--- config.mk ---
export PLATFORM = sky130hd
export DESIGN_NAME = datapath_controller_flat
export DESIGN_NICKNAME = d
export VERILOG_FILES = /design/src/rtl/datapath_ctrl_pkg.sv /design/src/rtl/datapath_ctrl_if.sv /design/src/rtl/datapath_controller.sv /design/src/flat_wrapper.sv
export SDC_FILE = /design/constraint.sdc
export NUM_CORES = 1
export LEC_CHECK = 0
export BUFFER_PORTS_ARGS = -buffer_cell sky130_fd_sc_hd__buf_2
export CORE_AREA = 2 2 39 41
export DETAILED_ROUTE_END_ITERATION = 6
export DIE_AREA = 0 0 41 43
export GPL_TIMING_DRIVEN = 0
export SLEW_MARGIN = 20
export SYNTH_ARGS = -nofsm -noshare
export SYNTH_HDL_FRONTEND = slang
export SYNTH_SLANG_ARGS = --single-unit
--- constraint.sdc ---
create_clock -name Clock -period 1.9 [get_ports Clock]
set_clock_uncertainty 0.2 [all_clocks]
set_input_delay 0 -clock Clock [delete_from_list [all_inputs] [get_ports Clock]]
set_output_delay 0 -clock Clock [all_outputs]
set_load 0.01 [all_outputs]
--- src/rtl/datapath_ctrl_pkg.sv ---
// Shared definitions for the general-datapath controller: opcodes, A-source selects,
// state encodings and the opcode-to-execute-state decode.
package datapath_ctrl_pkg;

    localparam int OPW     = 3;
    localparam int STATE_W = 4;

    localparam logic [OPW-1:0] OP_LOAD  = 3'b000;
    localparam logic [OPW-1:0] OP_STORE = 3'b001;
    localparam logic [OPW-1:0] OP_ADD   = 3'b010;
    localparam logic [OPW-1:0] OP_SUB   = 3'b011;
    localparam logic [OPW-1:0] OP_INPUT = 3'b100;
    localparam logic [OPW-1:0] OP_JZ    = 3'b101;
    localparam logic [OPW-1:0] OP_JPOS  = 3'b110;
    localparam logic [OPW-1:0] OP_HALT  = 3'b111;

    localparam logic [1:0] ASEL_ALU = 2'd0;
    localparam logic [1:0] ASEL_IN  = 2'd1;
    localparam logic [1:0] ASEL_RAM = 2'd2;

    typedef enum logic [STATE_W-1:0] {
        S_START  = 4'd0,
        S_FETCH  = 4'd1,
        S_DECODE = 4'd2,
        S_LOAD   = 4'd3,
        S_STORE  = 4'd4,
        S_ADD    = 4'd5,
        S_SUB    = 4'd6,
        S_INPUT  = 4'd7,
        S_JZ     = 4'd8,
        S_JPOS   = 4'd9,
        S_HALT   = 4'd10
    } state_t;

    function automatic state_t exec_state(input logic [OPW-1:0] op);
        state_t s;
        s = S_HALT;
        case (op)
            OP_LOAD:  s = S_LOAD;
            OP_STORE: s = S_STORE;
            OP_ADD:   s = S_ADD;
            OP_SUB:   s = S_SUB;
            OP_INPUT: s = S_INPUT;
            OP_JZ:    s = S_JZ;
            OP_JPOS:  s = S_JPOS;
            default:  s = S_HALT;
        endcase
        return s;
    endfunction

endpackage

--- src/rtl/datapath_ctrl_if.sv ---
// Control/status bundle between the controller (master) and the datapath (slave).
interface datapath_ctrl_if;

    logic                                    Enter;
    logic [datapath_ctrl_pkg::OPW-1:0]       IR;
    logic                                    Aeq0;
    logic                                    Apos;
    logic                                    PCload;
    logic                                    JMPmux;
    logic                                    IRload;
    logic                                    Meminst;
    logic                                    MemWr;
    logic                                    Aload;
    logic                                    Sub;
    logic [1:0]                              Asel;
    logic                                    Halt;
    logic [datapath_ctrl_pkg::STATE_W-1:0]   State;

    modport master (
        input  Enter, IR, Aeq0, Apos,
        output PCload, JMPmux, IRload, Meminst, MemWr, Aload, Sub, Asel, Halt, State
    );

    modport slave (
        output Enter, IR, Aeq0, Apos,
        input  PCload, JMPmux, IRload, Meminst, MemWr, Aload, Sub, Asel, Halt, State
    );

endinterface

--- src/rtl/datapath_controller.sv ---
// Fetch/decode/execute sequencer for the general datapath. Moore outputs except
// Aload in INPUT (from Enter) and PCload in JZ/JPOS (from Aeq0/Apos).
module datapath_controller
    import datapath_ctrl_pkg::*;
(
    input  logic           Clock,
    input  logic           Reset,
    datapath_ctrl_if.master bus
);

    state_t state;
    state_t state_nxt;

    logic       pc_load;
    logic       jmp_mux;
    logic       ir_load;
    logic       mem_inst;
    logic       mem_wr;
    logic       a_load;
    logic       sub;
    logic [1:0] a_sel;
    logic       halt;

    always_ff @(posedge Clock) begin
        if (Reset) begin
            state <= S_START;
        end else begin
            state <= state_nxt;
        end
    end

    always_comb begin
        state_nxt = S_START;
        case (state)
            S_START:  state_nxt = S_FETCH;
            S_FETCH:  state_nxt = S_DECODE;
            S_DECODE: state_nxt = exec_state(bus.IR);
            S_LOAD,
            S_STORE,
            S_ADD,
            S_SUB,
            S_JZ,
            S_JPOS:   state_nxt = S_FETCH;
            S_INPUT:  state_nxt = bus.Enter ? S_FETCH : S_INPUT;
            S_HALT:   state_nxt = S_HALT;
            default:  state_nxt = S_START;
        endcase
    end

    // In DECODE and the memory-operand states the RAM is addressed by IR[4:0].
    always_comb begin
        pc_load  = 1'b0;
        jmp_mux  = 1'b0;
        ir_load  = 1'b0;
        mem_inst = 1'b0;
        mem_wr   = 1'b0;
        a_load   = 1'b0;
        sub      = 1'b0;
        a_sel    = ASEL_ALU;
        halt     = 1'b0;
        case (state)
            S_FETCH: begin
                ir_load = 1'b1;
                pc_load = 1'b1;
            end
            S_DECODE: mem_inst = 1'b1;
            S_LOAD: begin
                mem_inst = 1'b1;
                a_sel    = ASEL_RAM;
                a_load   = 1'b1;
            end
            S_STORE: begin
                mem_inst = 1'b1;
                mem_wr   = 1'b1;
            end
            S_ADD: begin
                mem_inst = 1'b1;
                a_load   = 1'b1;
            end
            S_SUB: begin
                mem_inst = 1'b1;
                sub      = 1'b1;
                a_load   = 1'b1;
            end
            S_INPUT: begin
                a_sel  = ASEL_IN;
                a_load = bus.Enter;
            end
            S_JZ: begin
                jmp_mux = 1'b1;
                pc_load = bus.Aeq0;
            end
            S_JPOS: begin
                jmp_mux = 1'b1;
                pc_load = bus.Apos;
            end
            S_HALT:  halt = 1'b1;
            default: ;
        endcase
    end

    assign bus.PCload  = pc_load;
    assign bus.JMPmux  = jmp_mux;
    assign bus.IRload  = ir_load;
    assign bus.Meminst = mem_inst;
    assign bus.MemWr   = mem_wr;
    assign bus.Aload   = a_load;
    assign bus.Sub     = sub;
    assign bus.Asel    = a_sel;
    assign bus.Halt    = halt;
    assign bus.State   = state;

endmodule

--- src/flat_wrapper.sv ---
// flat-port wrapper written by rule: the top's interface ports become plain ports
module datapath_controller_flat import datapath_ctrl_pkg::*;
  (Clock, Reset, bus_Enter, bus_IR, bus_Aeq0, bus_Apos, bus_PCload, bus_JMPmux, bus_IRload, bus_Meminst, bus_MemWr, bus_Aload, bus_Sub, bus_Asel, bus_Halt, bus_State);
  datapath_ctrl_if bus_i ();
  input  logic Clock;
  input  logic Reset;
  input wire logic [$bits(bus_i.Enter)-1:0] bus_Enter;
  input wire logic [$bits(bus_i.IR)-1:0] bus_IR;
  input wire logic [$bits(bus_i.Aeq0)-1:0] bus_Aeq0;
  input wire logic [$bits(bus_i.Apos)-1:0] bus_Apos;
  output wire logic [$bits(bus_i.PCload)-1:0] bus_PCload;
  output wire logic [$bits(bus_i.JMPmux)-1:0] bus_JMPmux;
  output wire logic [$bits(bus_i.IRload)-1:0] bus_IRload;
  output wire logic [$bits(bus_i.Meminst)-1:0] bus_Meminst;
  output wire logic [$bits(bus_i.MemWr)-1:0] bus_MemWr;
  output wire logic [$bits(bus_i.Aload)-1:0] bus_Aload;
  output wire logic [$bits(bus_i.Sub)-1:0] bus_Sub;
  output wire logic [$bits(bus_i.Asel)-1:0] bus_Asel;
  output wire logic [$bits(bus_i.Halt)-1:0] bus_Halt;
  output wire logic [$bits(bus_i.State)-1:0] bus_State;
  assign bus_i.Enter = bus_Enter;
  assign bus_i.IR = bus_IR;
  assign bus_i.Aeq0 = bus_Aeq0;
  assign bus_i.Apos = bus_Apos;
  assign bus_PCload = bus_i.PCload;
  assign bus_JMPmux = bus_i.JMPmux;
  assign bus_IRload = bus_i.IRload;
  assign bus_Meminst = bus_i.Meminst;
  assign bus_MemWr = bus_i.MemWr;
  assign bus_Aload = bus_i.Aload;
  assign bus_Sub = bus_i.Sub;
  assign bus_Asel = bus_i.Asel;
  assign bus_Halt = bus_i.Halt;
  assign bus_State = bus_i.State;
  datapath_controller u_core (.Clock(Clock), .Reset(Reset), .bus(bus_i));
endmodule
# Word level (Yosys, flattened, before mapping)

Index checks and enable logic that the tools add are counted.

Bits in registers: 4
Output and inout port bits: 14
Logic and storage cells: 35

Muxes and demuxes: 12
Reductions and logical operators: 6
Equal/unequal tests: 16

Operator list:

| kind               | count |
|---|---|
| $pmux 4 s7         | 1 |
| $pmux 4 s5         | 1 |
| $eq 4x3->1 const B | 4 |
| $eq 4x4->1 const B | 3 |
| $eq 3x3->1 const B | 3 |
| $eq 4x2->1 const B | 2 |
| $reduce_or 7->1    | 1 |
| $eq 3x2->1 const B | 2 |
| $mux 1             | 6 |
| $reduce_or 5->1    | 1 |
| $eq 4x1->1 const B | 1 |
| $logic_not 4->1    | 1 |
| $pmux 2 s2         | 1 |
| $eq 3x1->1 const B | 1 |
| $logic_not 3->1    | 1 |
| $mux 3             | 1 |
| $pmux 1 s3         | 1 |
| $reduce_or 3->1    | 1 |
| $pmux 1 s2         | 1 |
| $reduce_or 2->1    | 1 |

# Logic depth before layout (Yosys ltp)

Gate-level depths: netlist (run 1).

Word-level depth: 3
Gate-level depth with buffers: 5
Gate-level depth less buffers: 5

# Worst setup path after synthesis (run 1)

Ideal clock, no wire load.

Path type: reg-to-reg
Start point: reg u_core.state[0], in the netlist u_core.bus.State[0]
End point: reg u_core.state[0], in the netlist u_core.bus.State[0]
Library setup time: 0.126 ns
Cell stages (with the launch flop): 5
Data required time: 1.574 ns
Path slack: 0.281 ns
Arrival: 1.293 ns
Path through: dfxtp_1 buf_2 nor4b_1 a211o_1 a21oi_1

Word-level cells in the longest chain between the ends: 3

RTL lines:

| element                            | line                      | text |
|---|---|---|
| start: declaration                 | datapath_controller.sv:11 | `state_t state;` |
| start signal: assignment           | datapath_controller.sv:28 | `state <= state_nxt;` |
| $eq 4x4->1 (tied with other cells) | datapath_controller.sv:34 | `case (state)` |
| $reduce_or 7->1 (no source line)   | -                         |  |
| $pmux 4 s5 *                       | datapath_controller.sv:34 |  |

Every way passes the cells marked *; elsewhere a longest branch is shown, timed or not.
A chain may end at the register's enable or synchronous reset.

# Worst setup path after layout (run 1)

Start point: reg u_core.state[2], in the netlist u_core.bus.State[2]
End point: out bus_Aload

Word-level cells in the longest chain between the ends: 3

RTL lines:

| element                                         | line                      | text |
|---|---|---|
| $eq 4x3->1 / $eq 4x2->1 (equally long branches) | datapath_controller.sv:61 | `case (state)` |
| $reduce_or 3->1 (no source line)                | -                         |  |
| $pmux 1 s2 *                                    | datapath_controller.sv:61 |  |
| end: declaration                                | flat_wrapper.sv:16        | `output wire logic [$bits(bus_i.Aload)-1:0] bus_Aload;` |

Marked as above.

==> flow_metrics.env, run 1 <==
export IMPL_status="completed"
export IMPL_clk_pin_slew_ns=0.04
export IMPL_drive_above_1_share=0.3704
export IMPL_largest_register_ffs=4
export IMPL_cts_buffers=3
export IMPL_ys_ff_latch=4
export IMPL_yosys_warnings=0
export IMPL_hp_class="in -> reg"
export IMPL_initialDrtViolationCount=2
export IMPL_antenna_found_initial=0
export IMPL_clockBufferDepth=2
export IMPL_final_max_slew_viol_count=0
export IMPL_grt_first_pass_wirelength_um=1511
export IMPL_start_util=0.3002
export IMPL_synth_xor_area_share=0
export IMPL_route_detailed_drc=0
export IMPL_port_buffers=21
export IMPL_p_per_area_nw_per_um2=560.5
export IMPL_ctsResizeCount=0
export IMPL_max_slew_worst_pin_slew_ns=0.3772
export IMPL_final_setup_viol_count=0
export IMPL_htreeDepth=1
export IMPL_netlist_area_um2=415.4
export IMPL_die_width_um=41
export IMPL_layout_min_cycle_time_ns=1.608
export IMPL_grt_overflow=0
export IMPL_yosysTopAreaCell="dfxtp_1"
export IMPL_endpoint_kind="primary output"
export IMPL_synth_top_family_by_area="simple AND/OR/NAND/NOR gates"
export IMPL_clock_root_buffer="clkbuf_4"
export IMPL_clk_latency_ns=0.23
export IMPL_num_rows=14
export IMPL_fill_cells=157
export IMPL_setup_tns_ns=0
export IMPL_ir_drop_mv=0.3708
export IMPL_start_kind="flop"
export IMPL_synthAdderAreaFrac=0.1205
export IMPL_avgViaCountPerCell=5.021
export IMPL_cts_tree="yes"
export IMPL_synthDistinctLibCells=25
export IMPL_grt_pass1_vias=370
export IMPL_cts_setup_buffers=0
export IMPL_placed_cell_area_um2=540.5
export IMPL_synthCells=55
export IMPL_design_area_um2=583.1
export IMPL_cpMostUsedCell="buf_2"
export IMPL_synth_area_per_cell_um2=7.553
export IMPL_fmax_mhz=621.8
export IMPL_dieArea_um2=1763
export IMPL_fin_crit_sh=0.8465
export IMPL_antenna_cells=0
export IMPL_whs_ns=0.02154
export IMPL_synth_top_area_share=0.1928
export IMPL_max_stage_delay_ns=0.44
export IMPL_finalHoldViolCount=0
export IMPL_wirelength_um=1049
export IMPL_grt_max_degree=11
export IMPL_leakagePower_nw=0.3071
export IMPL_final_antenna_net_count=0
export IMPL_pin_count=22
export IMPL_dr_pass1_iters=2
export IMPL_synth_compound_area_frac=0.2500
export IMPL_cp_max_fo=10
export IMPL_cp_cell_sequence="buf_2, a21oi_1, nor4_1, buf_2"
export IMPL_synth_simple_gate_area_share=0.3524
export IMPL_cts_sinks=4
export IMPL_rsz0062_at_grt="false"
export IMPL_slew_limit_headroom=0.7450
export IMPL_place_gp_congestion=0.7277
export IMPL_die_h_um=43
export IMPL_core_um2=1384
export IMPL_syn_to_final_growth_pct=40.36
export IMPL_dpl_hpwl_um=846.7
export IMPL_grt_use_total=0.1215
export IMPL_arrival_ns=1.41
export IMPL_synth_mux_area_frac=0
export IMPL_ys_seq_area_frac=0.1928
export IMPL_hold_buffers=2
export IMPL_drv_cap=0
export IMPL_num_vias=487
export IMPL_syn_num_nets=67
export IMPL_synthTopCellsByArea="dfxtp_1, ha_1, nor3_1"
export IMPL_cp_slowest_cell="dfxtp_1"
export IMPL_fin_util=0.4213
export IMPL_worst_setup_path_type="reg -> out"
export IMPL_final_nets=95
export IMPL_worstPathRequired_ns=1.70
export IMPL_wl_per_cell_um=10.81
critical path: cells and delay by family (launching register included):
family          cells  cell delay [ns]
compound gates      1             0.09
buf+inv             2             0.43
flops               1             0.44
simple gates        1             0.22
final cells by class:
class                      count  area [µm²]  share of cell area
multi-input combinational     43       300.3              0.5150
buffer                         4       20.02             0.03433
clock buffer                   3       22.52             0.03863
inverter                       4       15.01             0.02575
tap                           16       20.02             0.03433
sequential                     4       80.08              0.1373
timing repair buffer          23       125.1              0.2146
cells by family after synthesis:
family | after synthesis
simple gates | 25
compound gates | 14
buf+inv | 8
fa+ha+maj | 4
flops | 4
Yosys cell counts (all sizes together):
cell type,n
nor3b,1
inv,4
a21o,1
nor2,4
nor2b,1
o21a,2
nor3,7
nand2b,2
a211o,2
and3,1
nand2,2
or4b,1
dfxtp,4
a221oi,1
ha,4
nor4b,1
and3b,1
o211ai,1
nor4,3
buf,4
o21ai,1
a21boi,1
or3,1
a21oi,4
o41ai,1
stage by stage:
step                      setup slack [ns]  instances  power, mW
final                               0.2917         97     0.3268
after global routing                0.1828         97     0.3543
after CTS                           0.2739         97     0.3356
after detailed placement            0.3325         92     0.2260
after global placement              0.3296         92     0.2252
after floorplan                     0.2812         55     0.1809
cell usage in the layout (no fill, tap or decap), types with 2 or more instances in the layout:
cell type      synthesis  routed
a211o_1                2       2
dlygate4sd3_1          0       2
nor2_1                 4       4
nor3_1                 7       7
inv_1                  4       4
ha_1                   4       4
nand2b_1               2       2
nor4_1                 3       3
nand2_1                2       2
dfxtp_1                4       4
clkbuf_4               0       3
a21oi_1                4       4
buf_2                  4      25
o21a_1                 2       2
path summary, 6_finish.rpt:
path	cells after the start	end	startpoint	slack, ns
setup / recovery	4	bus_Aload	u_core.bus.State[2]	0.29
setup reg to reg	3	u_core.bus.State[2]	u_core.bus.State[2]	0.33
hold reg to reg	2	u_core.bus.State[0]	u_core.bus.State[1]	0.48
hold / removal	4	u_core.bus.State[3]	bus_IR[2]	0.02
layer usage:
layer | share of wire | wire length (µm) | global-route usage | vias to the layer above
met3 | 0.043 | 45 | 0.04712 | 0
li1 | - | - | - | 254
met4 | 0 | 0 | 0.02000 | 0
met5 | 0 | 0 | 0 | -
met1 | 0.47 | 489 | 0.1704 | 226
met2 | 0.49 | 514 | 0.1750 | 7
power by group:
| group | internal [mW] | switching, mW | total (mW) | leakage [nW] |
|---|---|---|---|---|
| combinational | 0.0578 | 0.0697 | 0.128 | 0.260 |
| clock | 0.0703 | 0.0300 | 0.100 | 0.0138 |
| sequential | 0.0918 | 0.00719 | 0.0990 | 0.0328 |
No activity file was read; power rests on OpenSTA's default activity.
==> run 2: changes to the inputs <==
- ABC_AREA: not set -> 1
- clock period: 1.9 -> 1.5 ns (I/O delays scaled with it)
==> run 2 against run 1 <==
Effect of this change:
- flip-flop and latch count unchanged
- register-to-register slack got worse by 0.07 ns
- die area unchanged
- global-route usage unchanged
- clock power increased by 27%
- critical endpoint unchanged
- hold slack improved by 0.075 ns
- final area increased by 3.0%
==> flow_metrics.env, run 2 <==
export IMPL_leakagePower_nw=0.3913
export IMPL_grt_first_pass_wirelength_um=1483
export IMPL_yosys_top_cells_count="inv_1, nand2_1, nor2_1"
export IMPL_p_per_area_nw_per_um2=891.5
export IMPL_synthDistinctLibCells=14
export IMPL_layout_min_cycle_time_ns=1.395
export IMPL_dieArea_um2=1763
export IMPL_finalHoldViolCount=0
export IMPL_antenna_found_initial=0
export IMPL_clk_pin_slew_ns=0.04
export IMPL_dpl_hpwl_um=766.5
export IMPL_synth_top_area_share=0.1951
export IMPL_die_width_um=41
export IMPL_grt_overflow=0
export IMPL_htreeDepth=1
export IMPL_yosysTopAreaCell="dfxtp_1"
export IMPL_die_h_um=43
export IMPL_cp_max_fo=4
export IMPL_final_max_slew_viol_count=0
export IMPL_cts_tree="yes"
export IMPL_mostFrequentLayoutCells="buf_2, inv_1, nand2_1"
export IMPL_yosys_warnings=0
export IMPL_grt_max_degree=8
export IMPL_arrival_ns=1.20
export IMPL_ys_seq_area_frac=0.1951
export IMPL_hp_class="in -> reg"
export IMPL_num_rows=14
export IMPL_antenna_cells=0
export IMPL_multi_input_area_um2=272.8
export IMPL_grt_use_total=0.1215
export IMPL_ys_flop_type="dfxtp_1"
export IMPL_avgViaCountPerCell=4.365
export IMPL_drive_above_1_share=0.3737
export IMPL_wirelength_um=919
export IMPL_worst_setup_path_type="reg -> out"
export IMPL_start_kind="flop"
export IMPL_cts_buffers=3
export IMPL_endpoint_kind="primary output"
export IMPL_max_slew_worst_pin_slew_ns=0.3070
export IMPL_synthCells=72
export IMPL_fill_cells=160
export IMPL_fin_crit_sh=0.9302
export IMPL_placed_cells=109
export IMPL_status="completed"
export IMPL_ys_ff_latch=4
export IMPL_whs_ns=0.09652
export IMPL_fmax_mhz=716.7
export IMPL_grt_pass1_vias=392
export IMPL_cts_sinks=4
export IMPL_design_area_um2=600.6
export IMPL_num_vias=502
export IMPL_drv_cap=0
export IMPL_dr_pass1_iters=4
export IMPL_layout_commonest_cell="buf_2"
export IMPL_place_gp_congestion=0.7253
export IMPL_synthTopCellsByArea="dfxtp_1, inv_1, nand2_1"
export IMPL_syn_to_final_growth_pct=46.34
export IMPL_synth_area_per_cell_um2=5.700
export IMPL_core_um2=1384
export IMPL_syn_num_nets=84
export IMPL_hp_start="bus_IR[1]"
export IMPL_final_antenna_net_count=0
export IMPL_start_util=0.2966
export IMPL_setup_tns_ns=0
export IMPL_rsz0062_at_grt="false"
export IMPL_final_setup_viol_count=0
export IMPL_slew_limit_headroom=0.7946
export IMPL_wl_per_cell_um=7.991
export IMPL_synth_edf_count=0
export IMPL_regToRegStartpoint="u_core.bus.State[1]"
export IMPL_initialDrtViolationCount=5
export IMPL_largest_register_ffs=4
export IMPL_layout_cells_non_filler=115
export IMPL_yosysMostFrequentCell="inv_1"
export IMPL_clockBufferDepth=2
export IMPL_pin_count=22
export IMPL_port_buffers=21
export IMPL_netlist_area_um2=410.4
export IMPL_async_flop_share=0
export IMPL_final_nets=113
export IMPL_placed_cell_area_um2=535.5
export IMPL_crit_start="u_core.bus.State[2]"
export IMPL_ir_drop_mv=0.5135
export IMPL_power_total_mw=0.5354
export IMPL_worstPathRequired_ns=1.30
export IMPL_clk_latency_ns=0.23
export IMPL_route_detailed_drc=0
export IMPL_seqCellArea_um2=82.58
export IMPL_clock_root_buffer="clkbuf_4"
==> run 2: logic make-up after synthesis <==
logic type	count (synthesis)	share of synthesized area
AO/OA/AOI/OAI	4	0.05487
buffers and inverters	18	0.1646
adder cells (fa/ha/maj)	4	0.1220
flip-flops	4	0.1951
AND/OR/NAND/NOR	42	0.4634
==> run 2: layout make-up <==
type / instances / share of cell area
inverters: 18 / 0.1125
well taps: 16 / 0.03333
clock buffers: 3 / 0.03750
flip-flops and latches: 4 / 0.1375
repair buffers: 24 / 0.2250
multi-input cells: 50 / 0.4542
==> run 2: path summary, 6_finish.rpt <==
check | to | cells after the start | slack, ns
hold reg to reg | u_core.bus.State[2] | 4 | 0.43
hold / removal | u_core.bus.State[1] | 6 | 0.1
setup reg to reg | u_core.bus.State[0] | 6 | 0.26
setup / recovery | bus_Aload | 5 | 0.10
==> run 2: timing repair <==
action | CTS | global route
gates resized for setup | 1 | 4
buffers inserted | 0 | 0
hold endpoints to repair | 4 | 0
hold buffers | 3 | 0
setup endpoints to repair | 1 | 5
==> run 2: power by group <==
| group | switching (mW) | total (mW) | internal [mW] |
|---|---|---|---|
| clock | 0.0381 | 0.127 | 0.0891 |
| combinational | 0.152 | 0.253 | 0.102 |
| sequential | 0.0290 | 0.155 | 0.126 |
| total | 0.219 | 0.535 | 0.317 |
==> run 2: critical path: stages, from the launching register on <==
cell and delay, ns:
dfxtp_2 0.36, inv_1 0.06, nor2_2 0.13, inv_1 0.10
o31ai_2 0.17, buf_2 0.16
==> run 2: routing by layer <==
metal  share of wire  track usage  vias to the layer above
met5               0            0                        -
met4               0      0.08000                        0
met3           0.041      0.01571                        0
met2            0.46       0.1656                        9
met1            0.49       0.1704                      218
li1                -            -                      275
==> run 2: per-stage QoR <==
stage                     setup slack, ns  utilization
after CTS                         0.03480       0.4268
after detailed placement           0.2272       0.3870
after global placement             0.2477       0.3870
after global routing             0.002019       0.4340
after floorplan                    0.2525            -
final                              0.1047       0.4340
